[src/rtl/fetch_unit_if.sv]
// Instruction-memory bus between the fetch stage and imem.
interface fetch_unit_if;
  logic [31:0] imem_addr;
  logic [31:0] imem_rdata;
  logic        imem_ready;

  // Fetch stage side: drives the address, consumes data and ready.
  modport master (
    output imem_addr,
    input  imem_rdata,
    input  imem_ready
  );

  // Memory side.
  modport slave (
    input  imem_addr,
    output imem_rdata,
    output imem_ready
  );
endinterface

[src/rtl/fetch_unit.sv]
// IF stage plus IF/ID register. Holds the PC, fetches from imem, executes
// PC_Src redirects and inserts bubbles for imem wait states and stalls.
// Optional feature macro: FETCH_DELAY_SLOT_EN (MIPS branch delay slot, no squash).
module fetch_unit #(
  parameter logic [31:0] RESET_PC = 32'h0000_0000,
  parameter logic [31:0] NOP_INST = 32'h0000_0000
) (
  input  logic        clk,
  input  logic        reset,
  input  logic        stall,
  input  logic [1:0]  PC_Src,
  input  logic [31:0] jr_target,
  fetch_unit_if.master bus,
  output logic [31:0] inst,
  output logic [31:0] pc4,
  output logic        inst_valid,
  output logic        flush
);

  typedef enum logic [0:0] {StRun, StSlotWait} state_e;

  state_e      state_q, state_d;
  logic [31:0] pc_q, pc_d;
  logic [31:0] inst_q, inst_d;
  logic [31:0] pc4_q, pc4_d;
  logic        valid_q, valid_d;
  logic        flush_q, flush_d;
  logic [31:0] pend_target_q, pend_target_d;

  logic [31:0] pc_plus4;
  logic [31:0] br_off;
  logic [31:0] target;
  logic        redirect;

  // jr targets are word aligned; the low two bits of rs are dropped.
  logic unused_jr_low;
  assign unused_jr_low = ^jr_target[1:0];

  // Redirect target selection from the instruction currently in IF/ID.
  always_comb begin
    pc_plus4 = pc_q + 32'd4;
    br_off   = {{14{inst_q[15]}}, inst_q[15:0], 2'b00};
    redirect = (PC_Src != 2'b00);
    unique case (PC_Src)
      2'b01:   target = pc4_q + br_off;
      2'b10:   target = {jr_target[31:2], 2'b00};
      2'b11:   target = {pc4_q[31:28], inst_q[25:0], 2'b00};
      default: target = pc_plus4;
    endcase
  end

  // FSM state register.
  always_ff @(posedge clk) begin
    if (reset) begin
      state_q <= StRun;
    end else begin
      state_q <= state_d;
    end
  end

  // FSM next state; SLOT_WAIT is only reachable with the delay slot enabled.
  always_comb begin
    state_d = state_q;
    unique case (state_q)
      StRun: begin
`ifdef FETCH_DELAY_SLOT_EN
        if (!stall && redirect && !bus.imem_ready) state_d = StSlotWait;
`else
        state_d = StRun;
`endif
      end
      StSlotWait: begin
        if (!stall && bus.imem_ready) state_d = StRun;
      end
      default: state_d = StRun;
    endcase
  end

  // Datapath next values: priority stall > redirect > imem wait > sequential.
  always_comb begin
    pc_d          = pc_q;
    inst_d        = inst_q;
    pc4_d         = pc4_q;
    valid_d       = valid_q;
    flush_d       = 1'b0;
    pend_target_d = pend_target_q;
    if (!stall) begin
`ifdef FETCH_DELAY_SLOT_EN
      unique case (state_q)
        StRun: begin
          if (redirect && bus.imem_ready) begin
            // Delay-slot word is kept, PC jumps straight to the target.
            pc_d    = target;
            inst_d  = bus.imem_rdata;
            pc4_d   = pc_plus4;
            valid_d = 1'b1;
          end else if (redirect) begin
            // Slot not yet fetched: remember the target until it arrives.
            pend_target_d = target;
            inst_d        = NOP_INST;
            valid_d       = 1'b0;
          end else if (!bus.imem_ready) begin
            inst_d  = NOP_INST;
            valid_d = 1'b0;
          end else begin
            pc_d    = pc_plus4;
            inst_d  = bus.imem_rdata;
            pc4_d   = pc_plus4;
            valid_d = 1'b1;
          end
        end
        StSlotWait: begin
          if (bus.imem_ready) begin
            pc_d    = pend_target_q;
            inst_d  = bus.imem_rdata;
            pc4_d   = pc_plus4;
            valid_d = 1'b1;
          end else begin
            inst_d  = NOP_INST;
            valid_d = 1'b0;
          end
        end
        default: ;
      endcase
`else
      if (redirect) begin
        // Wrong-path word is discarded and the slot is marked squashed.
        pc_d    = target;
        inst_d  = NOP_INST;
        valid_d = 1'b0;
        flush_d = 1'b1;
      end else if (!bus.imem_ready) begin
        inst_d  = NOP_INST;
        valid_d = 1'b0;
      end else begin
        pc_d    = pc_plus4;
        inst_d  = bus.imem_rdata;
        pc4_d   = pc_plus4;
        valid_d = 1'b1;
      end
`endif
    end
  end

  // PC and IF/ID registers.
  always_ff @(posedge clk) begin
    if (reset) begin
      pc_q          <= RESET_PC;
      inst_q        <= NOP_INST;
      pc4_q         <= 32'h0000_0000;
      valid_q       <= 1'b0;
      flush_q       <= 1'b0;
      pend_target_q <= 32'h0000_0000;
    end else begin
      pc_q          <= pc_d;
      inst_q        <= inst_d;
      pc4_q         <= pc4_d;
      valid_q       <= valid_d;
      flush_q       <= flush_d;
      pend_target_q <= pend_target_d;
    end
  end

  // Outputs: imem address follows the PC; flush never asserts in delay-slot mode.
  always_comb begin
    bus.imem_addr = pc_q;
    inst          = inst_q;
    pc4           = pc4_q;
    inst_valid    = valid_q;
`ifdef FETCH_DELAY_SLOT_EN
    flush         = 1'b0;
`else
    flush         = flush_q;
`endif
  end

endmodule

[src/flat_wrapper.sv]
// flat-port wrapper written by rule: the top's interface ports become plain ports
module fetch_unit_flat 
#(
  parameter logic [31:0] RESET_PC = 32'h0000_0000,
  parameter logic [31:0] NOP_INST = 32'h0000_0000
)
  (clk, reset, stall, PC_Src, jr_target, inst, pc4, inst_valid, flush, bus_imem_addr, bus_imem_rdata, bus_imem_ready);
  fetch_unit_if bus_i ();
  input  logic clk;
  input  logic reset;
  input  logic stall;
  input  logic [1:0] PC_Src;
  input  logic [31:0] jr_target;
  output logic [31:0] inst;
  output logic [31:0] pc4;
  output logic inst_valid;
  output logic flush;
  output wire logic [$bits(bus_i.imem_addr)-1:0] bus_imem_addr;
  input wire logic [$bits(bus_i.imem_rdata)-1:0] bus_imem_rdata;
  input wire logic [$bits(bus_i.imem_ready)-1:0] bus_imem_ready;
  assign bus_imem_addr = bus_i.imem_addr;
  assign bus_i.imem_rdata = bus_imem_rdata;
  assign bus_i.imem_ready = bus_imem_ready;
  fetch_unit #(.RESET_PC(RESET_PC), .NOP_INST(NOP_INST)) u_core (.clk(clk), .reset(reset), .stall(stall), .PC_Src(PC_Src), .jr_target(jr_target), .bus(bus_i), .inst(inst), .pc4(pc4), .inst_valid(inst_valid), .flush(flush));
endmodule
[config.mk]
export PLATFORM = sky130hd
export DESIGN_NAME = fetch_unit_flat
export DESIGN_NICKNAME = d
export VERILOG_FILES = /design/src/rtl/fetch_unit_if.sv /design/src/rtl/fetch_unit.sv /design/src/flat_wrapper.sv
export SDC_FILE = /design/constraint.sdc
export NUM_CORES = 1
export LEC_CHECK = 0
export CAP_MARGIN = 20
export CORE_ASPECT_RATIO = 0.7
export CORE_UTILIZATION = 28
export CTS_CLUSTER_DIAMETER = 80
export CTS_CLUSTER_SIZE = 25
export DETAILED_ROUTE_END_ITERATION = 7
export PLACE_DENSITY_LB_ADDON = 0.25
export SYNTH_ARGS = -nofsm -noshare
export SYNTH_HDL_FRONTEND = slang
export SYNTH_SLANG_ARGS = --single-unit
[constraint.sdc]
create_clock -name clk -period 3.63 [get_ports clk]
set_clock_uncertainty 0.05 [all_clocks]
set_input_delay 0.5445 -clock clk [delete_from_list [all_inputs] [get_ports clk]]
set_output_delay 0.5445 -clock clk [all_outputs]
set_load 0.01 [all_outputs]
* After elaboration in Yosys (flattened, before gate mapping) *
Cells that the tools add are included.

word-level totals
  bits in registers = 98
  latch bits = 0
  RAM bits = 0
  ROM bits = 0
  input bits = 70
  output and inout bits = 98
  word-level logic and storage cells = 25
  memories = 0

operators by class
  add/sub/neg operators = 2
  multipliers = 0
  divide/modulo/power cells = 0
  order comparisons = 0
  equal/unequal tests = 3
  shifts and indexed selects = 0
  multiplexer cells = 8
  bitwise logic cells = 2
  reduce and logical (&&, ||, !) cells = 5

operator list
  kind                                                 count
  two-way mux 32 bit                                   4
  case mux 32 bit (3 select lines)                     1
  adder 32 x 3 -> 32 bit, second input constant        1
  adder 32 bit                                         1
  equality test 2 bit, second input constant           2
  nonzero test 2 bit                                   2
  two-way mux 1 bit                                    3
  AND reduction 3 bit                                  1
  equality test 2 x 1 -> 1 bit, second input constant  1
  NOT 1 bit                                            2
  AND reduction 2 bit                                  1
  OR reduction 2 bit                                   1

* Logic depth before layout (Yosys ltp) *
  word-level depth = 3
  depth in mapped cells = 11

* Least setup slack after synthesis *
Ideal clock, no wire load.

  path kind = register to register
  start = register u_core.inst_q[0], in the netlist u_core.inst[0]
  end = register u_core.pc_q[28], in the netlist u_core.bus.imem_addr[28]
  setup time = 79 ps
  arrival time = 2,798 ps
  data required time = 3,501 ps
  path slack = 703 ps
  cell stages (with the launch flop) = 12
  buffers on the path = 0
  path through = dfxtp_1 ha_1 inv_1 fa_1 nor2b_1 o31ai_1 a2111oi_2 a21oi_1 o31a_1 nor3_1 mux2_2 a22oi_1

between the ends
  word-level cells in the longest chain between the ends = 3

RTL lines
  what                              RTL line           RTL
  start: declaration                fetch_unit.sv:24   logic [31:0] inst_q, inst_d;
  start signal: assignment          fetch_unit.sv:156  inst_q <= inst_d;
  adder 32 bit                      fetch_unit.sv:45   2'b01: target = pc4_q + br_off;
  case mux 32 bit (3 select lines)  fetch_unit.sv:44   unique case (PC_Src)
  two-way mux 32 bit                fetch_unit.sv:126  if (redirect) begin
  end signal: assignment            fetch_unit.sv:155  pc_q <= pc_d;
  end: declaration                  fetch_unit.sv:23   logic [31:0] pc_q, pc_d;

No other way between the ends.
A chain may end at the register's enable or synchronous reset.

* Worst setup path after layout *
  start = register u_core.pc4_q[2], in the netlist u_core.pc4[2]
  end = register u_core.pc_q[28], in the netlist u_core.bus.imem_addr[28]

between the ends
  word-level cells in the longest chain between the ends = 3

RTL lines
  what                              RTL line           RTL
  start: declaration                fetch_unit.sv:25   logic [31:0] pc4_q, pc4_d;
  start signal: assignment          fetch_unit.sv:157  pc4_q <= pc4_d;
  adder 32 bit                      fetch_unit.sv:45
  case mux 32 bit (3 select lines)  fetch_unit.sv:44
  two-way mux 32 bit                fetch_unit.sv:126

No other way between the ends.

==> flow_summary_export.csv <==
group,metric,value,unit
routing,routed_wl,24900,um
critical_path,crit_buf_inv,1,
critical_path,required,3.86,ns
critical_path,crit_path_end_kind,"flip-flop",
clocking,path_clk_slew,0.07,ns
cells_and_area,layout-drive-gt1-share,0.0766,
hold_path,min_from,"u_core.inst_valid",
cells_and_area,n_antenna_cell,0,
yosys,syn_area_per_cell,7.90,sq um
critical_path,crit_start,"u_core.pc4[2]",
clocking,cts_resized,0,
critical_path,cp_cell_sequence,"ha_1 > inv_1 > fa_1 > nor2b_1 > o31ai_1 > a2111oi_2 > a21oi_1 > o31a_1 > nor3_1 > mux2_2 > a22oi_1",
yosys,synth_cells,807,
routing,post_drt_wl_per_cell,19.6,um
clocking,cts_root_buffer,"clkbuf_16",
die,die_x,182,um
yosys,yosys_warnings,0,
critical_path,cp-start-kind,"flip-flop",
cells_and_area,instances_no_fill,1271,
critical_path,path_delay_family,"compound AO/OA/AOI/OAI gates",
run,drv_cap,0,
global_route,grt.total_usage,0.213,
yosys,ys_types,76,
timing,grt_setup_unrepaired,"false",
clocking,postCtsSetupBuffers,0,
die,core,0.0220,sq mm
global_route,grt_pass1_vias,6249,
placed_design,dp_hpwl,18400,um
power,peakVddDrop,0.226,mV
die,start_util,0.290,
routing,first_iter_violations,523,
hold_path,holdCritPathClass,"reg2reg",
global_route,antenna_found_initial,0,
timing,period_minus_slack,3.39,ns
yosys,ys_async_sr_fraction,0,
critical_path,crit_type,"reg2reg",
critical_path,crit_slowest_cell,"a2111oi_2",
critical_path,r2r_start,"u_core.pc4[2]",
global_route,grt_overflow_total,0,
placed_design,place_inst,1255,
global_route,grt_pass1_wl,37800,um
yosys,syn_nets,908,
yosys,synth.top_cell.area_share,0.308,
timing,fmaxAchievable,295,MHz
yosys,synth_seq_area_share,0.308,
power,p_per_area,319,mW/mm^2
placed_design,dpl_cell_area,0.00839,sq mm
die,pin_count,168,
placed_design,io_buffer_count,165,
yosys,synth_area_leaders,"dfxtp_1 31%, nor2_1 6.9%, ha_1 5.9%",
yosys,synth_edf_count,0,
clocking,hold_buffers,0,
placed_design,gp_congestion,0.921,
yosys,synth_top_area_cell,"dfxtp_1",
timing,fin_tns_setup,0,ns
clocking,cts_tree,"done",
clocking,clkLatencyLatePin,0.37,ns
status,status,"complete, no violations",
critical_path,worst_ep_arrival_time,3.63,ns
clocking,numCtsBuffers,9,
routing,route.vias.total,6793,
routing,dr.pass1.iters,5,
yosys,ys.flop_type,"dfxtp_1",
timing,finalCritPeriodShare,0.935,
yosys,netlist_area,0.00638,sq mm
timing,worstMarginPinSlew,0.700,ns
clocking,numClockSinks,98,
cells_and_area,area_delta_synth_final,36.6,%
timing,setup_viol,0,
cells_and_area,layout.nets,1062,
global_route,grt_max_degree,52,
timing,report.final.slew_viol_count,0,
timing,slew_headroom,0.532,
critical_path,max_stage_delay,0.40,ns
die,row_count,45,
die,die_h,128,um
die,die-area,0.0234,sq mm
timing,hold_viol,0,
power,leakage,3.12,nW
clocking,clk_path_buf_depth,2,
routing,viasPerCell,5.34,
clocking,htreeDepth,3,
routing,ant_nets,0,
routing,drc_errors,0,
cells_and_area,final_cell_area,0.00872,sq mm
yosys,synth-seq-cells,98,
critical_path,crit_fanout,3,
metrics by stage:
stage	hold slack (ns)	worst slack (ns)	util	total power, W
after floorplan	0.396	0.703	-	0.00144
after global routing	0.463	0.0591	0.396	0.00289
final	0.417	0.238	0.396	0.00278
after global placement	0.401	0.320	0.381	0.00170
after detailed placement	0.410	0.296	0.381	0.00170
after CTS	0.423	0.265	0.396	0.00280
flip-flops by register name, indices dropped and copies added (netlist names):
signal,cells
u_core.inst_valid,1
u_core.inst,32
u_core.pc4,32
u_core.bus.imem_addr,32
u_core.flush,1
routing by layer:
| layer | vias up | part of all wire | track usage |
|---|---|---|---|
| li1 | 3297 | - | - |
| met4 | 0 | 0.0089 | 0.0405 |
| met5 | - | 0 | 0 |
| met2 | 270 | 0.38 | 0.294 |
| met1 | 3209 | 0.52 | 0.323 |
| met3 | 17 | 0.084 | 0.0594 |
cell usage in the layout (no fill, tap or decap), drive strengths merged, types with 4 or more instances in the layout:
master         Yosys  layout
xnor2             24      24
nand2b             4       4
a211oi            35      35
or3                5       5
o211ai            16      16
ha                30      30
inv               13      13
clkdlybuf4s50      0     163
xor2              20      20
nor3b              4       4
o221ai             5       5
a32o               5       5
a31oi              5       5
and3               8       8
nor3              19      19
o21ai             44      44
a21oi             60      60
nand3             22      22
buf                7      32
clkbuf            45      10
clkinv             1       4
o21bai             7       7
a22oi             38      38
dfxtp             98      98
nand2             72      72
nor2             119     119
a21o              12      12
a311oi             5       5
mux2i              5       5
nor2b              9       9
o31ai              4       4
nand4             15      15
kinds of logic after synthesis:
logic type	after synthesis	synth area share
buffers and inverters	66	0.0475
flip-flops	98	0.308
AND/OR/NAND/NOR	292	0.218
XOR/XNOR	44	0.0604
adder cells (fa/ha/maj)	31	0.0620
AO/OA/AOI/OAI	266	0.282
multiplexers	10	0.0220
synthesized netlist by cell type (4+ instances only):
| master | number |
|---|---|
| nand4_1 | 14 |
| a21o_1 | 12 |
| xor2_1 | 20 |
| xnor2_1 | 24 |
| clkbuf_1 | 41 |
| o221ai_1 | 5 |
| nand2_1 | 72 |
| a21oi_1 | 60 |
| a22oi_1 | 37 |
| o21ai_0 | 42 |
| dfxtp_1 | 98 |
| a32o_1 | 5 |
| nor3b_1 | 4 |
| nor2b_1 | 9 |
| and3_1 | 6 |
| nand2b_1 | 4 |
| nor2_1 | 118 |
| o211ai_1 | 16 |
| a211oi_1 | 35 |
| ha_1 | 30 |
| inv_1 | 13 |
| a311oi_1 | 5 |
| mux2i_1 | 5 |
| a31oi_1 | 5 |
| nor3_1 | 19 |
| nand3_1 | 21 |
| o31ai_1 | 4 |
| buf_4 | 4 |
| o21bai_1 | 7 |
path summary, 6_finish.rpt:
path                                   end  slack (ns)  cells past startpoint
hold reg to reg          u_core.inst_valid        0.42                      2
setup / recovery  u_core.bus.imem_addr[28]        0.24                     11
hold / removal           u_core.inst_valid        0.42                      2
setup reg to reg  u_core.bus.imem_addr[28]        0.24                     11
area by class of cell:
type / instances / area [sq um]
Tap cell: 305 / 382
Timing Repair Buffer: 195 / 1870
Sequential cell: 98 / 1960
Clock buffer: 10 / 239
Inverter: 14 / 52.6
Fill cell: 2284 / 13300
Multi-Input combinational cell: 643 / 4120
Clock inverter: 6 / 90.1
report_power, final:
group	leakage, nW	switching (W)	internal [W]
registers	0.797	0.0000599	0.00112
clock network	0.159	0.000470	0.000625
logic	2.16	0.000262	0.000244
tightest hold or removal path: cells and delay by family, from the launching register on:
kind / cells / cell delay (ns)
AND/OR/NAND/NOR: 1 / 0.06
flip-flops: 1 / 0.31
AO/OA/AOI/OAI: 1 / 0.06
Power figures use the tool's default switching activity.
